**src/rtl/usb_kbd_event_queue_if.sv**
```systemverilog
// Bundle between the HID report source / event consumer and the keyboard
// event queue. The slave modport is the queue's view; master is the host view.
//
// Handshake: report_stb is a one-cycle qualifier for typ/key_modifiers/key1..4
// with no back-pressure. On the event side evt_data holds the head event
// whenever evt_valid is high; the head is consumed on a rising edge where both
// evt_valid and evt_rd are high, and evt_rd while evt_valid is low is ignored.
interface usb_kbd_event_queue_if #(
  parameter int DEPTH = 16
) ();
  logic                     report_stb;
  logic [1:0]               typ;
  logic [7:0]               key_modifiers;
  logic [7:0]               key1;
  logic [7:0]               key2;
  logic [7:0]               key3;
  logic [7:0]               key4;
  logic                     evt_valid;
  logic [8:0]               evt_data;
  logic                     evt_rd;
  logic [$clog2(DEPTH):0]   evt_count;
  logic                     busy;
  logic                     ovf;
  logic                     clr_ovf;

  modport master (
    output report_stb, typ, key_modifiers, key1, key2, key3, key4, evt_rd, clr_ovf,
    input  evt_valid, evt_data, evt_count, busy, ovf
  );

  modport slave (
    input  report_stb, typ, key_modifiers, key1, key2, key3, key4, evt_rd, clr_ovf,
    output evt_valid, evt_data, evt_count, busy, ovf
  );
endinterface

```
**src/rtl/usb_kbd_event_queue.sv**
```systemverilog
// USB keyboard event queue: diffs successive HID keyboard report snapshots
// into break/make events ({make, usage}) and buffers them in a FWFT FIFO.
// A scan takes 25 busy cycles: 12 BRK indices, 12 MAKE indices, 1 COMMIT.
// The interface DEPTH parameter must match the module DEPTH parameter.
module usb_kbd_event_queue #(
  parameter int DEPTH = 16
) (
  input  logic                 wb_clk,
  input  logic                 sys_rst,
  usb_kbd_event_queue_if.slave bus,
  output logic [1:0]           dbg_state
);

  localparam int AW = $clog2(DEPTH);
  localparam int CW = AW + 1;
  localparam logic [CW-1:0] FULL_CNT = CW'(DEPTH);
  localparam logic [3:0] LAST_IDX = 4'd11;

  // IDLE encodes as 2'd0 on dbg_state.
  typedef enum logic [1:0] {IDLE, BRK, MAKE, COMMIT} state_t;

  // keys[0] is key1 ... keys[3] is key4.
  typedef struct packed {
    logic [7:0]      mods;
    logic [3:0][7:0] keys;
  } snap_t;

  state_t      state, state_nx;
  logic [3:0]  idx, idx_nx;
  logic        start_scan;
  snap_t       prev_s, cur_s, pend_s, in_s, acc_s;
  logic        pend_valid;
  logic [1:0]  typ_q;
  logic        rollover, release_all, accept;

  snap_t       scan_a, scan_b;
  logic        mk, hit, in_b, dup;
  logic [7:0]  key_k, code;
  logic        push;
  logic [8:0]  push_data;

  logic [8:0]    mem [DEPTH];
  logic [AW-1:0] wr_ptr, rd_ptr;
  logic [CW-1:0] count;
  logic          empty, full, do_pop, do_push, drop;

  // Report qualification: keyboard strobes, rollover filtering, release-all on typ leaving 1.
  always_comb begin
    in_s.mods = bus.key_modifiers;
    in_s.keys = {bus.key4, bus.key3, bus.key2, bus.key1};
    rollover  = 1'b0;
    for (int j = 0; j < 4; j++) begin
      if (in_s.keys[j] inside {8'h01, 8'h02, 8'h03}) rollover = 1'b1;
    end
    release_all = (typ_q == 2'd1) && (bus.typ != 2'd1);
    accept      = release_all || (bus.report_stb && (bus.typ == 2'd1) && !rollover);
    acc_s       = release_all ? '0 : in_s;
  end

  // Scan sequencing: IDLE/COMMIT start a new scan from a fresh or pending report.
  always_comb begin
    state_nx   = state;
    idx_nx     = idx;
    start_scan = 1'b0;
    case (state)
      IDLE, COMMIT: begin
        if (accept || pend_valid) begin
          state_nx   = BRK;
          idx_nx     = '0;
          start_scan = 1'b1;
        end else begin
          state_nx = IDLE;
        end
      end
      BRK: begin
        if (idx == LAST_IDX) begin
          state_nx = MAKE;
          idx_nx   = '0;
        end else begin
          idx_nx = idx + 4'd1;
        end
      end
      MAKE: begin
        if (idx == LAST_IDX) begin
          state_nx = COMMIT;
          idx_nx   = '0;
        end else begin
          idx_nx = idx + 4'd1;
        end
      end
      default: state_nx = IDLE;
    endcase
  end

  // State and scan index registers.
  always_ff @(posedge wb_clk) begin
    if (sys_rst) begin
      state <= IDLE;
      idx   <= '0;
    end else begin
      state <= state_nx;
      idx   <= idx_nx;
    end
  end

  // Snapshot registers: cur loads at scan start, prev follows cur on COMMIT,
  // reports arriving mid-scan park in the pending slot (latest wins).
  always_ff @(posedge wb_clk) begin
    if (sys_rst) begin
      prev_s     <= '0;
      cur_s      <= '0;
      pend_s     <= '0;
      pend_valid <= 1'b0;
      typ_q      <= '0;
    end else begin
      typ_q <= bus.typ;
      if (state == COMMIT) prev_s <= cur_s;
      if (start_scan) begin
        cur_s      <= accept ? acc_s : pend_s;
        pend_valid <= 1'b0;
      end else if (accept && (state != IDLE)) begin
        pend_s     <= acc_s;
        pend_valid <= 1'b1;
      end
    end
  end

  // One diff step per cycle: BRK looks for entries leaving (prev vs cur),
  // MAKE for entries arriving (cur vs prev). Repeated keys report once.
  always_comb begin
    scan_a = prev_s;
    scan_b = cur_s;
    mk     = 1'b0;
    hit    = 1'b0;
    code   = 8'h00;
    if (state == MAKE) begin
      scan_a = cur_s;
      scan_b = prev_s;
      mk     = 1'b1;
    end
    key_k = scan_a.keys[idx[1:0]];
    in_b  = 1'b0;
    dup   = 1'b0;
    for (int j = 0; j < 4; j++) begin
      if (scan_b.keys[j] == key_k) in_b = 1'b1;
      if ((j < int'(idx[1:0])) && (scan_a.keys[j] == key_k)) dup = 1'b1;
    end
    if (!idx[3]) begin
      hit  = scan_a.mods[idx[2:0]] & ~scan_b.mods[idx[2:0]];
      code = {5'b11100, idx[2:0]};
    end else begin
      hit  = (key_k != 8'h00) && !in_b && !dup;
      code = key_k;
    end
    push      = ((state == BRK) || (state == MAKE)) && hit;
    push_data = {mk, code};
  end

  // FIFO control: a pop frees the slot for a same-cycle push when full.
  always_comb begin
    empty   = (count == '0);
    full    = (count == FULL_CNT);
    do_pop  = bus.evt_rd && !empty;
    do_push = push && (!full || do_pop);
    drop    = push && full && !do_pop;
  end

  // FIFO storage; contents need no reset since occupancy gates the output.
  always_ff @(posedge wb_clk) begin
    if (!sys_rst && do_push) mem[wr_ptr] <= push_data;
  end

  // FIFO pointers, occupancy and sticky overflow (a drop beats clr_ovf).
  always_ff @(posedge wb_clk) begin
    if (sys_rst) begin
      wr_ptr  <= '0;
      rd_ptr  <= '0;
      count   <= '0;
      bus.ovf <= 1'b0;
    end else begin
      if (do_push) wr_ptr <= wr_ptr + 1'b1;
      if (do_pop)  rd_ptr <= rd_ptr + 1'b1;
      if (do_push && !do_pop)      count <= count + 1'b1;
      else if (do_pop && !do_push) count <= count - 1'b1;
      if (drop)             bus.ovf <= 1'b1;
      else if (bus.clr_ovf) bus.ovf <= 1'b0;
    end
  end

  // Output drive: head is forced to zero while the FIFO is empty.
  always_comb begin
    bus.evt_valid = !empty;
    bus.evt_data  = empty ? 9'h000 : mem[rd_ptr];
    bus.evt_count = count;
    bus.busy      = (state != IDLE);
    dbg_state     = state;
  end

endmodule

```
**src/flat_wrapper.sv**
```systemverilog
// flat-port wrapper written by rule: the top's interface ports become plain ports
module usb_kbd_event_queue_flat 
#(
  parameter int DEPTH = 16
)
  (wb_clk, sys_rst, dbg_state, bus_report_stb, bus_typ, bus_key_modifiers, bus_key1, bus_key2, bus_key3, bus_key4, bus_evt_rd, bus_clr_ovf, bus_evt_valid, bus_evt_data, bus_evt_count, bus_busy, bus_ovf);
  usb_kbd_event_queue_if #(.DEPTH(DEPTH)) bus_i ();
  input  logic wb_clk;
  input  logic sys_rst;
  output logic [1:0] dbg_state;
  input wire logic [$bits(bus_i.report_stb)-1:0] bus_report_stb;
  input wire logic [$bits(bus_i.typ)-1:0] bus_typ;
  input wire logic [$bits(bus_i.key_modifiers)-1:0] bus_key_modifiers;
  input wire logic [$bits(bus_i.key1)-1:0] bus_key1;
  input wire logic [$bits(bus_i.key2)-1:0] bus_key2;
  input wire logic [$bits(bus_i.key3)-1:0] bus_key3;
  input wire logic [$bits(bus_i.key4)-1:0] bus_key4;
  input wire logic [$bits(bus_i.evt_rd)-1:0] bus_evt_rd;
  input wire logic [$bits(bus_i.clr_ovf)-1:0] bus_clr_ovf;
  output wire logic [$bits(bus_i.evt_valid)-1:0] bus_evt_valid;
  output wire logic [$bits(bus_i.evt_data)-1:0] bus_evt_data;
  output wire logic [$bits(bus_i.evt_count)-1:0] bus_evt_count;
  output wire logic [$bits(bus_i.busy)-1:0] bus_busy;
  output wire logic [$bits(bus_i.ovf)-1:0] bus_ovf;
  assign bus_i.report_stb = bus_report_stb;
  assign bus_i.typ = bus_typ;
  assign bus_i.key_modifiers = bus_key_modifiers;
  assign bus_i.key1 = bus_key1;
  assign bus_i.key2 = bus_key2;
  assign bus_i.key3 = bus_key3;
  assign bus_i.key4 = bus_key4;
  assign bus_i.evt_rd = bus_evt_rd;
  assign bus_i.clr_ovf = bus_clr_ovf;
  assign bus_evt_valid = bus_i.evt_valid;
  assign bus_evt_data = bus_i.evt_data;
  assign bus_evt_count = bus_i.evt_count;
  assign bus_busy = bus_i.busy;
  assign bus_ovf = bus_i.ovf;
  usb_kbd_event_queue #(.DEPTH(DEPTH)) u_core (.wb_clk(wb_clk), .sys_rst(sys_rst), .bus(bus_i), .dbg_state(dbg_state));
endmodule
```
**config.mk**
```make
export PLATFORM = sky130hd
export DESIGN_NAME = usb_kbd_event_queue_flat
export DESIGN_NICKNAME = d
export VERILOG_FILES = /design/src/rtl/usb_kbd_event_queue_if.sv /design/src/rtl/usb_kbd_event_queue.sv /design/src/flat_wrapper.sv
export SDC_FILE = /design/constraint.sdc
export NUM_CORES = 1
export LEC_CHECK = 0
export CORE_UTILIZATION = 63
export CTS_BUF_LIST = sky130_fd_sc_hd__clkbuf_4
export CTS_CLUSTER_DIAMETER = 120
export DETAILED_ROUTE_END_ITERATION = 6
export HOLD_SLACK_MARGIN = 0.06
export PLACE_DENSITY = 0.91
export SLEW_MARGIN = 25
export SYNTH_ARGS = -nofsm -noshare
export SYNTH_HDL_FRONTEND = slang
export SYNTH_SLANG_ARGS = --single-unit
```
**constraint.sdc**
```tcl
create_clock -name wb_clk -period 6.9 [get_ports wb_clk]
set_clock_uncertainty 0.1 [all_clocks]
set_input_delay 0.69 -clock wb_clk [delete_from_list [all_inputs] [get_ports wb_clk]]
set_output_delay 0.69 -clock wb_clk [all_outputs]
set_load 0.01 [all_outputs]
```
==> metrics.md <==
| Metric | Value |
|---|---|
| Status | `finished with violations` |
| Failing checks | `DRC` |
| FF-to-FF End | `u_core.bus.evt_count[4]$_SDFFE_PP0P_` |
| Slew Limit Headroom | `0.3221` |
| Post-synth EDFFs | `144` |
| Gpl congestion | `0.9135` |
| Clk Latency, worst-skew pair | `0.71 ns` |
| Post-synth top flop | `dfxtp_1` |
| Synth cell count leaders | `dfxtp_1 (147), edfxtp_1 (144), mux2i_1 (144), nor2_1 (120), a21oi_1 (103)` |
| CTS tree | `yes` |
| CTS H-tree depth | `3` |
| DP HPWL | `23720 µm` |
| FMAX | `169.7 MHz` |
| Critical path class | `reg2reg` |
| Net Count, Synth | `1316` |
| FFs w/ async S/R, synth | `0` |
| Hold_sp | `u_core.pend_s[23]$_SDFFE_PP0P_` |
| Clock sinks | `291` |
| Worst Hold Depth | `2` |
| Vias per std cell | `6.537` |
| Layout area overhead | `12.12%` |
| Sequential share of the synthesized area | `0.5105` |
| Count leader, synth | `dfxtp_1` |
| Largest net degree at the start of global routing | `98` |
| CP max-delay cell | `mux4_2` |
| Synth area leaders | `edfxtp_1 (30%), dfxtp_1 (21%), mux2i_1 (10%)` |
| Slowest stage delay, CP | `0.63 ns` |
| Initial cell density of the core | `0.6483` |
| Worst setup EP type | `flip-flop` |
| WP buf/inv | `4` |
| Synth Cell Area | `14230 µm²` |
| Critical Path RT | `7.42 ns` |
| Post-synth top area cell | `edfxtp_1` |
| WL met3 | `3553 µm` |
| Clk buf depth | `3` |
| Cells after Synth | `1253` |
| Total Neg Setup Slack | `0 ns` |
| Vias after detailed routing | `10838` |
| Crit share post-route | `0.8542` |
| DR top layer | `met4` |
| Die Width | `152.3 µm` |
| Antenna violations before repair | `2` |
| Num rows | `54` |
| CTS root buf | `clkbuf_4` |
| WL/cell | `22.08 µm` |
| RSZ-0062 raised after global routing | `false` |
| # port buffers | `65` |
| Pleak | `0.005418 µW` |
| Reg2Reg Setup Slack | `1.01 ns` |
| Fraction of layout cells with a size suffix above 1 | `0.1555` |
| Setup violators final | `0` |
| Synth Register Bits | `291` |
| Design Area, Final | `15960 µm²` |
| Worst-Margin Slew | `1.013 ns` |
| Hold EP | `u_core.pend_s[23]$_SDFFE_PP0P_` |
| WL met2 | `17800 µm` |
| CTS Buf Count | `74` |
| Total grt overflow | `0` |
| Routed wire length | `36610 µm` |
| Syn_area_per_cell | `11.36 µm²` |
| Vias in the first global route | `10604` |
| Arrival @ worst endpoint | `6.41 ns` |
| Worst r2r path cells | `20` |
| Tot GR Track Use | `0.3153` |
| # resized after CTS | `0` |
| First-pass DRT Iterations | `7` |
| Setup repair bufs after CTS | `0` |
| CP top delay family | `compound AO/OA/AOI/OAI gates` |
| Number of DRC markers in iteration 0 | `1362` |
| Area of the core | `21960 µm²` |
| Critical path cell sequence | `inv_1, ha_4, buf_16, buf_4, mux2i_1, mux4_2, xor2_1, a2111oi_0, a31oi_1, o21ai_1, o32a_1, nor2_2, ha_1, inv_1, fa_1, a21o_1, a21oi_1, xnor2_1, or3_1, a21oi_1` |
| Clock slew at reported path FFs | `0.09 ns` |
| Pins Over Slew Limit | `0` |
| Worst-path fanout max | `44` |
| Final hold viol count | `0` |
| DRC viols | `2` |
| Post-layout min period | `5.894 ns` |
| Critical path depth | `20` |
| Startpoint Class | `flip-flop` |
| First-pass GRT wire length | `57130 µm` |
| Die area | `23200 µm²` |
| Cell Pwr Density | `290.3 nW/µm²` |
| WHS | `0.3515 ns` |
| Hold Buf Count CTS | `0` |
| YS warnings | `0` |
| Die Ht | `152.3 µm` |
| Routed length on met1 | `14000 µm` |
| DP Area | `14970 µm²` |
| Reg2reg start | `u_core.dbg_state[0]$_SDFFE_PP0P_` |
| Post-route ant nets | `0` |
| MaxCap Viol Count | `0` |
| Max rail drop VDD | `0.0001957 V` |
| Layout Nets | `1381` |
| Worst Hold Class | `reg2reg` |
| Synth cell types | `68` |
| I/O pin count | `66` |
| Top cell type's share of synthesized area | `0.3038` |
[through the flow]
stage | std cells | power (µW) | utilization | setup WS (ns)
global placement | 1521 | 3090 | 0.6817 | 1.228
global route | 1658 | 4817 | 0.7268 | 0.7355
floorplan | 1253 | 2817 | - | 1.940
finish | 1658 | 4634 | 0.7268 | 1.006
detailed placement | 1521 | 3139 | 0.6817 | 0.9449
CTS | 1655 | 4614 | 0.7250 | 0.9278
[layer usage]
metal	vias up	track usage
li1	4801	-
met1	5211	0.4089
met2	711	0.5170
met3	115	0.06542
met4	0	0.1346
met5	-	0
[kinds of logic after synthesis]
family / Yosys count / synth area share
AO/OA/AOI/OAI: 181 / 0.07524
AND/OR/NAND/NOR: 380 / 0.1275
multiplexers: 210 / 0.1979
buffers and inverters: 111 / 0.03481
adder cells (fa/ha/maj): 16 / 0.01459
XOR/XNOR: 64 / 0.03938
flip-flops: 291 / 0.5105
[state kept, by name, indices dropped and copies added, names as in the netlist, 2 cells and up, named ones only]
name / count
u_core.prev_s: 40
u_core.wr_ptr: 4
u_core.pend_s: 40
u_core.mem: 144
u_core.dbg_state: 2
u_core.cur_s: 40
u_core.bus.evt_count: 5
u_core.idx: 4
u_core.rd_ptr: 4
u_core.typ_q: 2
[cell usage in the layout, fill, tap and decap left out, drive strengths merged, types with 4 or more instances in the layout]
cell           instances
nor2                 121
inv                   17
nand2                 77
nand3                 50
and3                   7
mux4                  55
xnor2                 21
xor2                  43
or4                    4
and4                   8
a21oi                103
clkdlybuf4s50         64
nand4                 10
a22oi                  4
nor4                  11
edfxtp               144
mux2                   9
clkbuf               107
and2                  18
o21ai                 28
mux2i                146
nor3                  45
or3                    5
dfxtp                147
o211ai                 6
nor2b                 11
clkinv                24
ha                    15
a31oi                  4
and4b                  4
buf                   21
o31ai                  5
[worst max path at each step]
stage,start,endpoint,slack [ns]
2_1_floorplan,u_core.dbg_state[0]$_SDFFE_PP0P_,u_core.bus.evt_count[4]$_SDFFE_PP0P_,1.94
3_3_place_gp,u_core.dbg_state[0]$_SDFFE_PP0P_,u_core.bus.evt_count[4]$_SDFFE_PP0P_,1.23
3_5_place_dp,u_core.dbg_state[0]$_SDFFE_PP0P_,u_core.bus.evt_count[4]$_SDFFE_PP0P_,0.94
4_1_cts,u_core.dbg_state[0]$_SDFFE_PP0P_,u_core.bus.evt_count[4]$_SDFFE_PP0P_,0.93
5_1_grt,u_core.dbg_state[0]$_SDFFE_PP0P_,u_core.bus.evt_count[4]$_SDFFE_PP0P_,0.74
6_report,u_core.dbg_state[0]$_SDFFE_PP0P_,u_core.bus.evt_count[4]$_SDFFE_PP0P_,1.01
[power by group]
| part | switching (µW) | internal, µW | total [µW] | leakage (µW) |
|---|---|---|---|---|
| sequential | 52.3 | 1860 | 1920 | 0.00249 |
| clock | 728 | 759 | 1490 | 0.000567 |
| combinational | 687 | 542 | 1230 | 0.00237 |
| total | 1470 | 3170 | 4630 | 0.00542 |
[final cells by class]
type | count | area [µm²]
Inverter | 15 | 56.30
Tap cell | 280 | 350.3
Timing Repair Buffer | 85 | 818.3
Fill cell | 1335 | 5998
Sequential cell | 291 | 7268
Antenna cell | 2 | 5.005
Multi-Input combinational cell | 851 | 6511
Clock inverter | 27 | 147.6
Clock buffer | 107 | 803.3
[worst register-to-register path, cell delays in order (launching register included)]
cell and delay, ns:
dfxtp_1 0.37, inv_1 0.15, ha_4 0.44, buf_16 0.32, buf_4 0.35, mux2i_1 0.19, mux4_2 0.63, xor2_1 0.22
a2111oi_0 0.11, a31oi_1 0.18, o21ai_1 0.10, o32a_1 0.47, nor2_2 0.49, ha_1 0.29, inv_1 0.11, fa_1 0.42
a21o_1 0.17, a21oi_1 0.16, xnor2_1 0.09, or3_1 0.31, a21oi_1 0.14
(Power assumes the default switching activity.)
